### src/rtl/risc16_dmem_arbiter_pkg.sv
// risc16_dmem_arbiter_pkg
//   Shared definitions for the RISC16 data-memory arbiter and the requesters
//   attached to it (cpu core, debug loader).
//   - ADDR_W_DEF / DATA_W_DEF / MAX_WAIT_DEF : default bus geometry and starvation limit
//   - REQ_C / REQ_D                           : requester ids carried with a read response
//   - cnt_width()                             : width of a counter that must reach max_wait
package risc16_dmem_arbiter_pkg;

  localparam int ADDR_W_DEF   = 8;
  localparam int DATA_W_DEF   = 16;
  localparam int MAX_WAIT_DEF = 4;

  localparam logic REQ_C = 1'b0;
  localparam logic REQ_D = 1'b1;

  // A limit of 0 still needs one flop so the counter has a legal width.
  function automatic int cnt_width(input int max_wait);
    return (max_wait < 1) ? 1 : $clog2(max_wait + 1);
  endfunction

endpackage

### src/rtl/risc16_dmem_arbiter_if.sv
// risc16_dmem_arbiter_if
//   One requester's access channel to the shared data memory.
//   master modport: requester side (drives req/we/addr/wdata, receives gnt/rvalid/rdata)
//   slave modport : arbiter side
//   req/we/addr/wdata are held stable by the requester until gnt=1; the transfer
//   happens in the cycle where req & gnt. rvalid/rdata return one cycle after a read grant.
interface risc16_dmem_arbiter_if #(
  parameter int ADDR_W = 8,
  parameter int DATA_W = 16
) ();

  logic              req;
  logic              we;
  logic [ADDR_W-1:0] addr;
  logic [DATA_W-1:0] wdata;
  logic              gnt;
  logic              rvalid;
  logic [DATA_W-1:0] rdata;

  modport master (
    output req, we, addr, wdata,
    input  gnt, rvalid, rdata
  );

  modport slave (
    input  req, we, addr, wdata,
    output gnt, rvalid, rdata
  );

endinterface

### src/rtl/risc16_dmem_arbiter_starve_cnt.sv
// risc16_dmem_arbiter_starve_cnt
//   Saturating count of consecutive cycles the debug port has been denied.
//   Ports:
//     clk, rst_n : system clock, asynchronous active-low reset
//     inc_i      : D requested and was not granted this cycle
//     clr_i      : D granted or not requesting this cycle (wins over inc_i)
//     at_max_o   : count has reached MAX_WAIT, D must win the next conflict
module risc16_dmem_arbiter_starve_cnt
  import risc16_dmem_arbiter_pkg::*;
#(
  parameter int MAX_WAIT = MAX_WAIT_DEF
) (
  input  logic clk,
  input  logic rst_n,
  input  logic inc_i,
  input  logic clr_i,
  output logic at_max_o
);

  localparam int CNT_W = cnt_width(MAX_WAIT);

  logic [CNT_W-1:0] cnt_q;
  logic [CNT_W-1:0] cnt_d;

  // With MAX_WAIT=0 the count never leaves 0, so at_max is permanently set and
  // the debug port effectively has priority.
  assign at_max_o = (cnt_q == CNT_W'(MAX_WAIT));

  always_comb begin
    cnt_d = cnt_q;
    if (clr_i) begin
      cnt_d = '0;
    end else if (inc_i && !at_max_o) begin
      cnt_d = cnt_q + CNT_W'(1);
    end
  end

  always_ff @(posedge clk or negedge rst_n) begin
    if (!rst_n) begin
      cnt_q <= '0;
    end else begin
      cnt_q <= cnt_d;
    end
  end

endmodule

### src/rtl/risc16_dmem_arbiter.sv
// risc16_dmem_arbiter
//   Shares the single-port 256x16 RISC16 data RAM between the CPU (port C) and the
//   debug/loader (port D). C has fixed priority; D is forced through after it has
//   been denied MAX_WAIT consecutive cycles.
//   Ports:
//     clk, rst_n   : system clock, asynchronous active-low reset
//     c_if, d_if   : requester channels (slave side)
//     mem_en_o     : RAM access strobe
//     mem_we_o     : RAM write enable
//     mem_addr_o   : RAM word address (passed through unchanged)
//     mem_wdata_o  : RAM write data
//     mem_rdata_i  : RAM read data, valid one cycle after a read strobe
module risc16_dmem_arbiter
  import risc16_dmem_arbiter_pkg::*;
#(
  parameter int ADDR_W   = ADDR_W_DEF,
  parameter int DATA_W   = DATA_W_DEF,
  parameter int MAX_WAIT = MAX_WAIT_DEF
) (
  input  logic                 clk,
  input  logic                 rst_n,
  risc16_dmem_arbiter_if.slave c_if,
  risc16_dmem_arbiter_if.slave d_if,
  output logic                 mem_en_o,
  output logic                 mem_we_o,
  output logic [ADDR_W-1:0]    mem_addr_o,
  output logic [DATA_W-1:0]    mem_wdata_o,
  input  logic [DATA_W-1:0]    mem_rdata_i
);

  logic              at_max;
  logic              d_win;
  logic              c_win;
  logic              c_gnt;
  logic              d_gnt;
  logic              c_rvalid;
  logic              d_rvalid;

  logic              resp_pend_q;
  logic              resp_pend_d;
  logic              resp_id_q;
  logic              resp_id_d;
  logic [DATA_W-1:0] c_rdata_q;
  logic [DATA_W-1:0] c_rdata_d;
  logic [DATA_W-1:0] d_rdata_q;
  logic [DATA_W-1:0] d_rdata_d;

  risc16_dmem_arbiter_starve_cnt #(
    .MAX_WAIT (MAX_WAIT)
  ) u_starve (
    .clk      (clk),
    .rst_n    (rst_n),
    .inc_i    (d_if.req & ~d_gnt),
    .clr_i    (~d_if.req | d_gnt),
    .at_max_o (at_max)
  );

  // Grants are gated by rst_n so nothing reaches the RAM while reset is asserted,
  // even though the requests themselves are combinational inputs.
  always_comb begin
    d_win = d_if.req & (~c_if.req | at_max);
    c_win = c_if.req & ~d_win;
    c_gnt = c_win & rst_n;
    d_gnt = d_win & rst_n;
  end

  assign c_if.gnt = c_gnt;
  assign d_if.gnt = d_gnt;

  always_comb begin
    mem_en_o    = 1'b0;
    mem_we_o    = 1'b0;
    mem_addr_o  = '0;
    mem_wdata_o = '0;
    if (d_gnt) begin
      mem_en_o    = 1'b1;
      mem_we_o    = d_if.we;
      mem_addr_o  = d_if.addr;
      mem_wdata_o = d_if.wdata;
    end else if (c_gnt) begin
      mem_en_o    = 1'b1;
      mem_we_o    = c_if.we;
      mem_addr_o  = c_if.addr;
      mem_wdata_o = c_if.wdata;
    end
  end

  // The requester id is latched at grant time, so a response always returns to the
  // port that issued the read even if the other port wins the same cycle it lands.
  always_comb begin
    resp_pend_d = mem_en_o & ~mem_we_o;
    resp_id_d   = resp_id_q;
    if (resp_pend_d) begin
      resp_id_d = d_gnt ? REQ_D : REQ_C;
    end
  end

  assign c_rvalid = resp_pend_q & (resp_id_q == REQ_C);
  assign d_rvalid = resp_pend_q & (resp_id_q == REQ_D);

  // Read data is forwarded from the RAM in the response cycle and held afterwards.
  always_comb begin
    c_rdata_d = c_rvalid ? mem_rdata_i : c_rdata_q;
    d_rdata_d = d_rvalid ? mem_rdata_i : d_rdata_q;
  end

  assign c_if.rvalid = c_rvalid;
  assign d_if.rvalid = d_rvalid;
  assign c_if.rdata  = c_rdata_d;
  assign d_if.rdata  = d_rdata_d;

  always_ff @(posedge clk or negedge rst_n) begin
    if (!rst_n) begin
      resp_pend_q <= 1'b0;
      resp_id_q   <= REQ_C;
      c_rdata_q   <= '0;
      d_rdata_q   <= '0;
    end else begin
      resp_pend_q <= resp_pend_d;
      resp_id_q   <= resp_id_d;
      c_rdata_q   <= c_rdata_d;
      d_rdata_q   <= d_rdata_d;
    end
  end

endmodule

### src/flat_wrapper.sv
// flat-port wrapper written by rule: the top's interface ports become plain ports
module risc16_dmem_arbiter_flat import risc16_dmem_arbiter_pkg::*;
#(
  parameter int ADDR_W   = ADDR_W_DEF,
  parameter int DATA_W   = DATA_W_DEF,
  parameter int MAX_WAIT = MAX_WAIT_DEF
)
  (clk, rst_n, mem_en_o, mem_we_o, mem_addr_o, mem_wdata_o, mem_rdata_i, c_if_req, c_if_we, c_if_addr, c_if_wdata, c_if_gnt, c_if_rvalid, c_if_rdata, d_if_req, d_if_we, d_if_addr, d_if_wdata, d_if_gnt, d_if_rvalid, d_if_rdata);
  risc16_dmem_arbiter_if #(.ADDR_W(ADDR_W), .DATA_W(DATA_W)) c_if_i ();
  risc16_dmem_arbiter_if #(.ADDR_W(ADDR_W), .DATA_W(DATA_W)) d_if_i ();
  input  logic clk;
  input  logic rst_n;
  output logic mem_en_o;
  output logic mem_we_o;
  output logic [ADDR_W-1:0] mem_addr_o;
  output logic [DATA_W-1:0] mem_wdata_o;
  input  logic [DATA_W-1:0] mem_rdata_i;
  input wire logic [$bits(c_if_i.req)-1:0] c_if_req;
  input wire logic [$bits(c_if_i.we)-1:0] c_if_we;
  input wire logic [$bits(c_if_i.addr)-1:0] c_if_addr;
  input wire logic [$bits(c_if_i.wdata)-1:0] c_if_wdata;
  output wire logic [$bits(c_if_i.gnt)-1:0] c_if_gnt;
  output wire logic [$bits(c_if_i.rvalid)-1:0] c_if_rvalid;
  output wire logic [$bits(c_if_i.rdata)-1:0] c_if_rdata;
  input wire logic [$bits(d_if_i.req)-1:0] d_if_req;
  input wire logic [$bits(d_if_i.we)-1:0] d_if_we;
  input wire logic [$bits(d_if_i.addr)-1:0] d_if_addr;
  input wire logic [$bits(d_if_i.wdata)-1:0] d_if_wdata;
  output wire logic [$bits(d_if_i.gnt)-1:0] d_if_gnt;
  output wire logic [$bits(d_if_i.rvalid)-1:0] d_if_rvalid;
  output wire logic [$bits(d_if_i.rdata)-1:0] d_if_rdata;
  assign c_if_i.req = c_if_req;
  assign c_if_i.we = c_if_we;
  assign c_if_i.addr = c_if_addr;
  assign c_if_i.wdata = c_if_wdata;
  assign c_if_gnt = c_if_i.gnt;
  assign c_if_rvalid = c_if_i.rvalid;
  assign c_if_rdata = c_if_i.rdata;
  assign d_if_i.req = d_if_req;
  assign d_if_i.we = d_if_we;
  assign d_if_i.addr = d_if_addr;
  assign d_if_i.wdata = d_if_wdata;
  assign d_if_gnt = d_if_i.gnt;
  assign d_if_rvalid = d_if_i.rvalid;
  assign d_if_rdata = d_if_i.rdata;
  risc16_dmem_arbiter #(.ADDR_W(ADDR_W), .DATA_W(DATA_W), .MAX_WAIT(MAX_WAIT)) u_core (.clk(clk), .rst_n(rst_n), .c_if(c_if_i), .d_if(d_if_i), .mem_en_o(mem_en_o), .mem_we_o(mem_we_o), .mem_addr_o(mem_addr_o), .mem_wdata_o(mem_wdata_o), .mem_rdata_i(mem_rdata_i));
endmodule
### config.mk
export PLATFORM = sky130hd
export DESIGN_NAME = risc16_dmem_arbiter_flat
export DESIGN_NICKNAME = d
export VERILOG_FILES = /design/src/rtl/risc16_dmem_arbiter_pkg.sv /design/src/rtl/risc16_dmem_arbiter_if.sv /design/src/rtl/risc16_dmem_arbiter_starve_cnt.sv /design/src/rtl/risc16_dmem_arbiter.sv /design/src/flat_wrapper.sv
export SDC_FILE = /design/constraint.sdc
export NUM_CORES = 1
export LEC_CHECK = 0
export ABC_AREA = 1
export ABC_CLOCK_PERIOD_IN_PS = 3530
export CAP_MARGIN = 20
export CORE_ASPECT_RATIO = 2
export CORE_MARGIN = 8
export CORE_UTILIZATION = 37
export CTS_CLUSTER_SIZE = 20
export DETAILED_ROUTE_END_ITERATION = 10
export GPL_TIMING_DRIVEN = 0
export PLACE_DENSITY = 0.85
export SLEW_MARGIN = 5
export SYNTH_ARGS = -nofsm -noshare
export SYNTH_HDL_FRONTEND = slang
export SYNTH_HIERARCHICAL = 1
export SYNTH_SLANG_ARGS = --single-unit
### constraint.sdc
create_clock -name clk -period 3.53 [get_ports clk]
set_input_delay 1.059 -clock clk [delete_from_list [all_inputs] [get_ports clk]]
set_output_delay 1.059 -clock clk [all_outputs]
set_load 0.01 [all_outputs]
Yosys cells after proc, flatten, opt, wreduce, memory -nomap -nowiden
Cells that the tools add are included.

cells by class
  reduce and logical (&&, ||, !) cells = 3
  multiplexer cells = 13
  add/sub/neg operators = 1
  bitwise logic cells = 16
  equal/unequal tests = 1

operators with widths
  cell                                                           number
  16-bit two-way mux                                             4
  8-bit two-way mux                                              2
  1-bit bitwise AND                                              8
  3-bit two-way mux                                              2
  1-bit NOT                                                      6
  1-bit two-way mux                                              5
  3-bit by 1-bit adder with 3-bit output, second input constant  1
  3-bit == test, second input constant                           1
  1-bit OR                                                       2
  2-bit nonzero test                                             1
  1-bit logical AND                                              1
  1-bit zero test                                                1

storage, ports and cells
  register bits = 37
  input bits = 70

Longest topological paths before layout
  depth after elaboration = 10
  gate-level depth with buffers = 14

Hierarchy
The synthesis kept the hierarchy.

by module, submodules not included
  module                          cells each  area an instance (um2)  instances
  risc16_dmem_arbiter             221         1661.6                  1
  risc16_dmem_arbiter_starve_cnt  25          185.2                   1

Least setup slack after synthesis
Ideal clock, no wire load.

  path type = in2out
  start = in c_if_req
  end = out mem_addr_o[0]
  path slack = 0.875 ns
  cell stages on the path = 6
  arrival = 1.596 ns
  data required time = 2.471 ns
  cells stage by stage = nand2_2 -> nand3_2 -> inv_4 -> buf_6 -> nand2_1 -> nand2_1

on the way
  elaborated cells between the ends (all ways) = 9

RTL lines
  what                RTL line                   source
  start: declaration  flat_wrapper.sv:18         input wire logic [$bits(c_if_i.req)-1:0] c_if_req;
  1-bit NOT           risc16_dmem_arbiter.sv:61  d_win = d_if.req & (~c_if.req | at_max);
  1-bit OR            risc16_dmem_arbiter.sv:61
  1-bit bitwise AND   risc16_dmem_arbiter.sv:61
  1-bit bitwise AND   risc16_dmem_arbiter.sv:64  d_gnt = d_win & rst_n;
  named net d_if_gnt  flat_wrapper.sv:29         output wire logic [$bits(d_if_i.gnt)-1:0] d_if_gnt;
  8-bit two-way mux   risc16_dmem_arbiter.sv:75  if (d_gnt) begin
  end: declaration    flat_wrapper.sv:15         output logic [ADDR_W-1:0] mem_addr_o;

The timed path passes the listed nets, and every way through them passes these cells.

Final worst setup path
  start = in mem_rdata_i[15]
  end = out d_if_rdata[15]

on the way
  cells in the longest elaborated chain, start to end = 1

ends and longest elaborated chain
  what                RTL line                    source
  start: declaration  flat_wrapper.sv:17          input logic [DATA_W-1:0] mem_rdata_i;
  16-bit two-way mux  risc16_dmem_arbiter.sv:104  d_rdata_d = d_rvalid ? mem_rdata_i : d_rdata_q;
  end: declaration    flat_wrapper.sv:31          output wire logic [$bits(d_if_i.rdata)-1:0] d_if_rdata;

Every way passes these cells.

==> metrics.md <==
| Metric | Value |
|---|---|
| Skew final | `6.919 ps` |
| Final min period | `3452 ps` |
| Min-Delay Path Depth | `2` |
| CTS H-Tree Depth | `2` |
| Slew @ Worst Pin | `249.0 ps` |
| DRC viols | `0` |
| R2R Path End | `u_core/u_starve/cnt_q[2]` |
| Initial core utilization | `38.32%` |
| Hold WS | `501.4 ps` |
| YS warnings | `6` |
| Fin. Hold Viols | `0` |
| Worst-skew pair later-pin latency | `280 ps` |
| Most frequent cells in the layout | `116 x nand2_1, 109 x clkdlybuf4s50_1, 37 x dfrtp_1` |
| Largest net degree at the start of global routing | `22` |
| Antenna-violating nets left | `0` |
| Yosys top cell by area | `dfrtp_1` |
| Antenna cells | `0` |
| Routability cong. | `0.8282` |
| Setup ws final | `77.64 ps` |
| Pleak | `0.001902 uW` |
| Detail Placement HPWL | `5.446 mm` |
| CTS tree | `built` |
| RR Startpoint | `u_core/u_starve/cnt_q[0]` |
| Yosys cell types | `19` |
| First-iteration detailed-routing DRC count | `90` |
| Pins Over Slew Limit | `0` |
| Final WL | `6.926 mm` |
| Seq/Total Area, Yosys | `50.14%` |
| Initial antenna violation count | `0` |
| Cell area after synthesis | `1847 sq um` |
| Num rows | `36` |
| Root Driver | `clkbuf_8` |
| Critical path class | `input pin to output pin` |
| Worst vdd ir | `0.0004688 V` |
| Die Y-Extent | `115.9 microns` |
| Synth Register Bits | `37` |
| HP Start | `u_core/d_rdata_q[4]` |
| Die Area | `7645 sq um` |
| Worst hold-check path type | `flip-flop to flip-flop` |
| Leading cell type in the layout, fill and taps excluded | `nand2_1` |
| Crit path capture type | `output pin` |
| Net Count, Synth | `318` |
| Synthesized instance count | `246` |
| Fmax | `289.7 MHz` |
| Core region area | `4820 sq um` |
| Synth top area share | `50.14%` |
| Pre-Repair DR Iteration Count | `4` |
| Synth top area cells | `dfrtp_1 50%, nand2_1 24%, inv_1 5.5%` |
| Hold buffer count at cts | `0` |
| Ports | `132` |
| CTS max path bufs | `2` |
| Relative slew slack | `83.22%` |
| WL per Instance | `15.53 microns` |
| Max Cap Viol | `0` |
| Startpoint Class | `input pin` |
| Setup violators final | `0` |
| Total grt overflow | `0` |
| Reg2reg setup slack | `1910 ps` |
| Power Density | `429.3 nW/um^2` |
| Clk sinks | `37` |
| Post-Place Worst Slack | `-371.0 ps` |
| Critical path arrival | `2390 ps` |
| Vias in the first global route | `2149` |
| Hold Path End | `u_core/d_rdata_q[4]` |
| Buffers on Ports | `131` |
| Vias | `2087` |
| Setup crit start | `mem_rdata_i[15]` |
| CTS Buf Count | `5` |
| Critical Path RT | `2470 ps` |
| Worst-path clk slew | `60 ps` |
| Area grow syn2layout | `85.43%` |
| Status | `finished clean` |
| Avg Cell Area, Syn | `7.507 sq um` |
| Period utilization | `97.80%` |
| Layout cells sized above 1 | `8.226%` |
| R2r worst-path depth | `14` |
| Crit Path Max Fanout | `2` |
| Via density | `4.679` |
| Die width | `65.96 microns` |
| Post-layout nets | `461` |
| GR Util All Layers | `17.44%` |
| RSZ-0062 raised after global routing | `false` |
| First-pass GRT wire length | `10.38 mm` |
synth_stat cells, drive strengths merged:
master  count
dfrtp      37
nor2        4
clkinv      1
o21ai      32
o21a        1
nand2     120
clkbuf      2
inv        30
ha          2
nand4       3
buf         8
nand3       6
sequential cells by signal (all words and copies together) (netlist names):
signal and flops:
u_core/c_rdata_q 16, u_core/d_rdata_q 16, u_core/resp_id_q 1, u_core/resp_pend_q 1
u_core/u_starve/cnt_q 3
metrics by stage:
| step | cells | setup TNS (ps) | power, uW | utilization (%) | instance area [sq um] |
|---|---|---|---|---|---|
| after floorplan | 246 | 0 | 790.8 | - | 1847 |
| after global placement | 434 | -42910 | 1168 | 67.00 | 3229 |
| after detailed placement | 435 | -6387 | 1187 | 67.32 | 3244 |
| after CTS | 445 | 0 | 1486 | 69.91 | 3369 |
| after global routing | 446 | 0 | 1568 | 71.05 | 3425 |
| final | 446 | 0 | 1470 | 71.05 | 3425 |
power by group:
group / switching, uW / internal (uW) / leakage (uW)
Combinational: 275 / 342 / 0.00140
Sequential: 32.7 / 532 / 0.000458
Clock: 134 / 155 / 0.0000443
worst max-delay path: stages:
cell and delay, ps:
clkdlybuf4s50_1 450, inv_1 50, o21ai_0 230, clkdlybuf4s50_1 610
worst max path at each step:
stage	to	slack [ps]
2_1_floorplan	mem_addr_o[0]	870
3_3_place_gp	mem_wdata_o[4]	-1660
3_5_place_dp	mem_wdata_o[4]	-370
4_1_cts	d_if_rdata[13]	20
5_1_grt	d_if_rdata[7]	3
6_report	d_if_rdata[15]	80
cell type report:
type	count	area (sq um)
timing repair buffer	136	1420
multi-input combinational	168	724.4
tap	57	71.32
inverter	31	121.4
buffer	10	75.07
fill	370	1395
clock buffer	7	86.33
sequential	37	925.9
routing by layer:
metal	share of wire [%]	track usage, %	vias up
li1	-	-	1037
met1	37	16.68	923
met2	51	32.20	117
met3	9.6	6.196	10
met4	2.0	7.030	0
met5	0	0	-
cell families (layout without fill, tap and decap cells):
kind of cell,after synthesis,count (layout),synth area share (%)
and+or+nand+nor,133,133,28.79
buffers and inverters,41,184,10.64
AOI/OAI and AO/OA,33,33,9.079
adders and majority gates,2,2,1.355
DFF,37,37,50.14
what timing repair did:
action	4_1_cts	5_1_grt
gates resized for setup	9	19
gates cloned	1	1
endpoints found under the setup margin	27	20
buffers inserted	2	0
No activity file was read; power rests on OpenSTA's default activity.
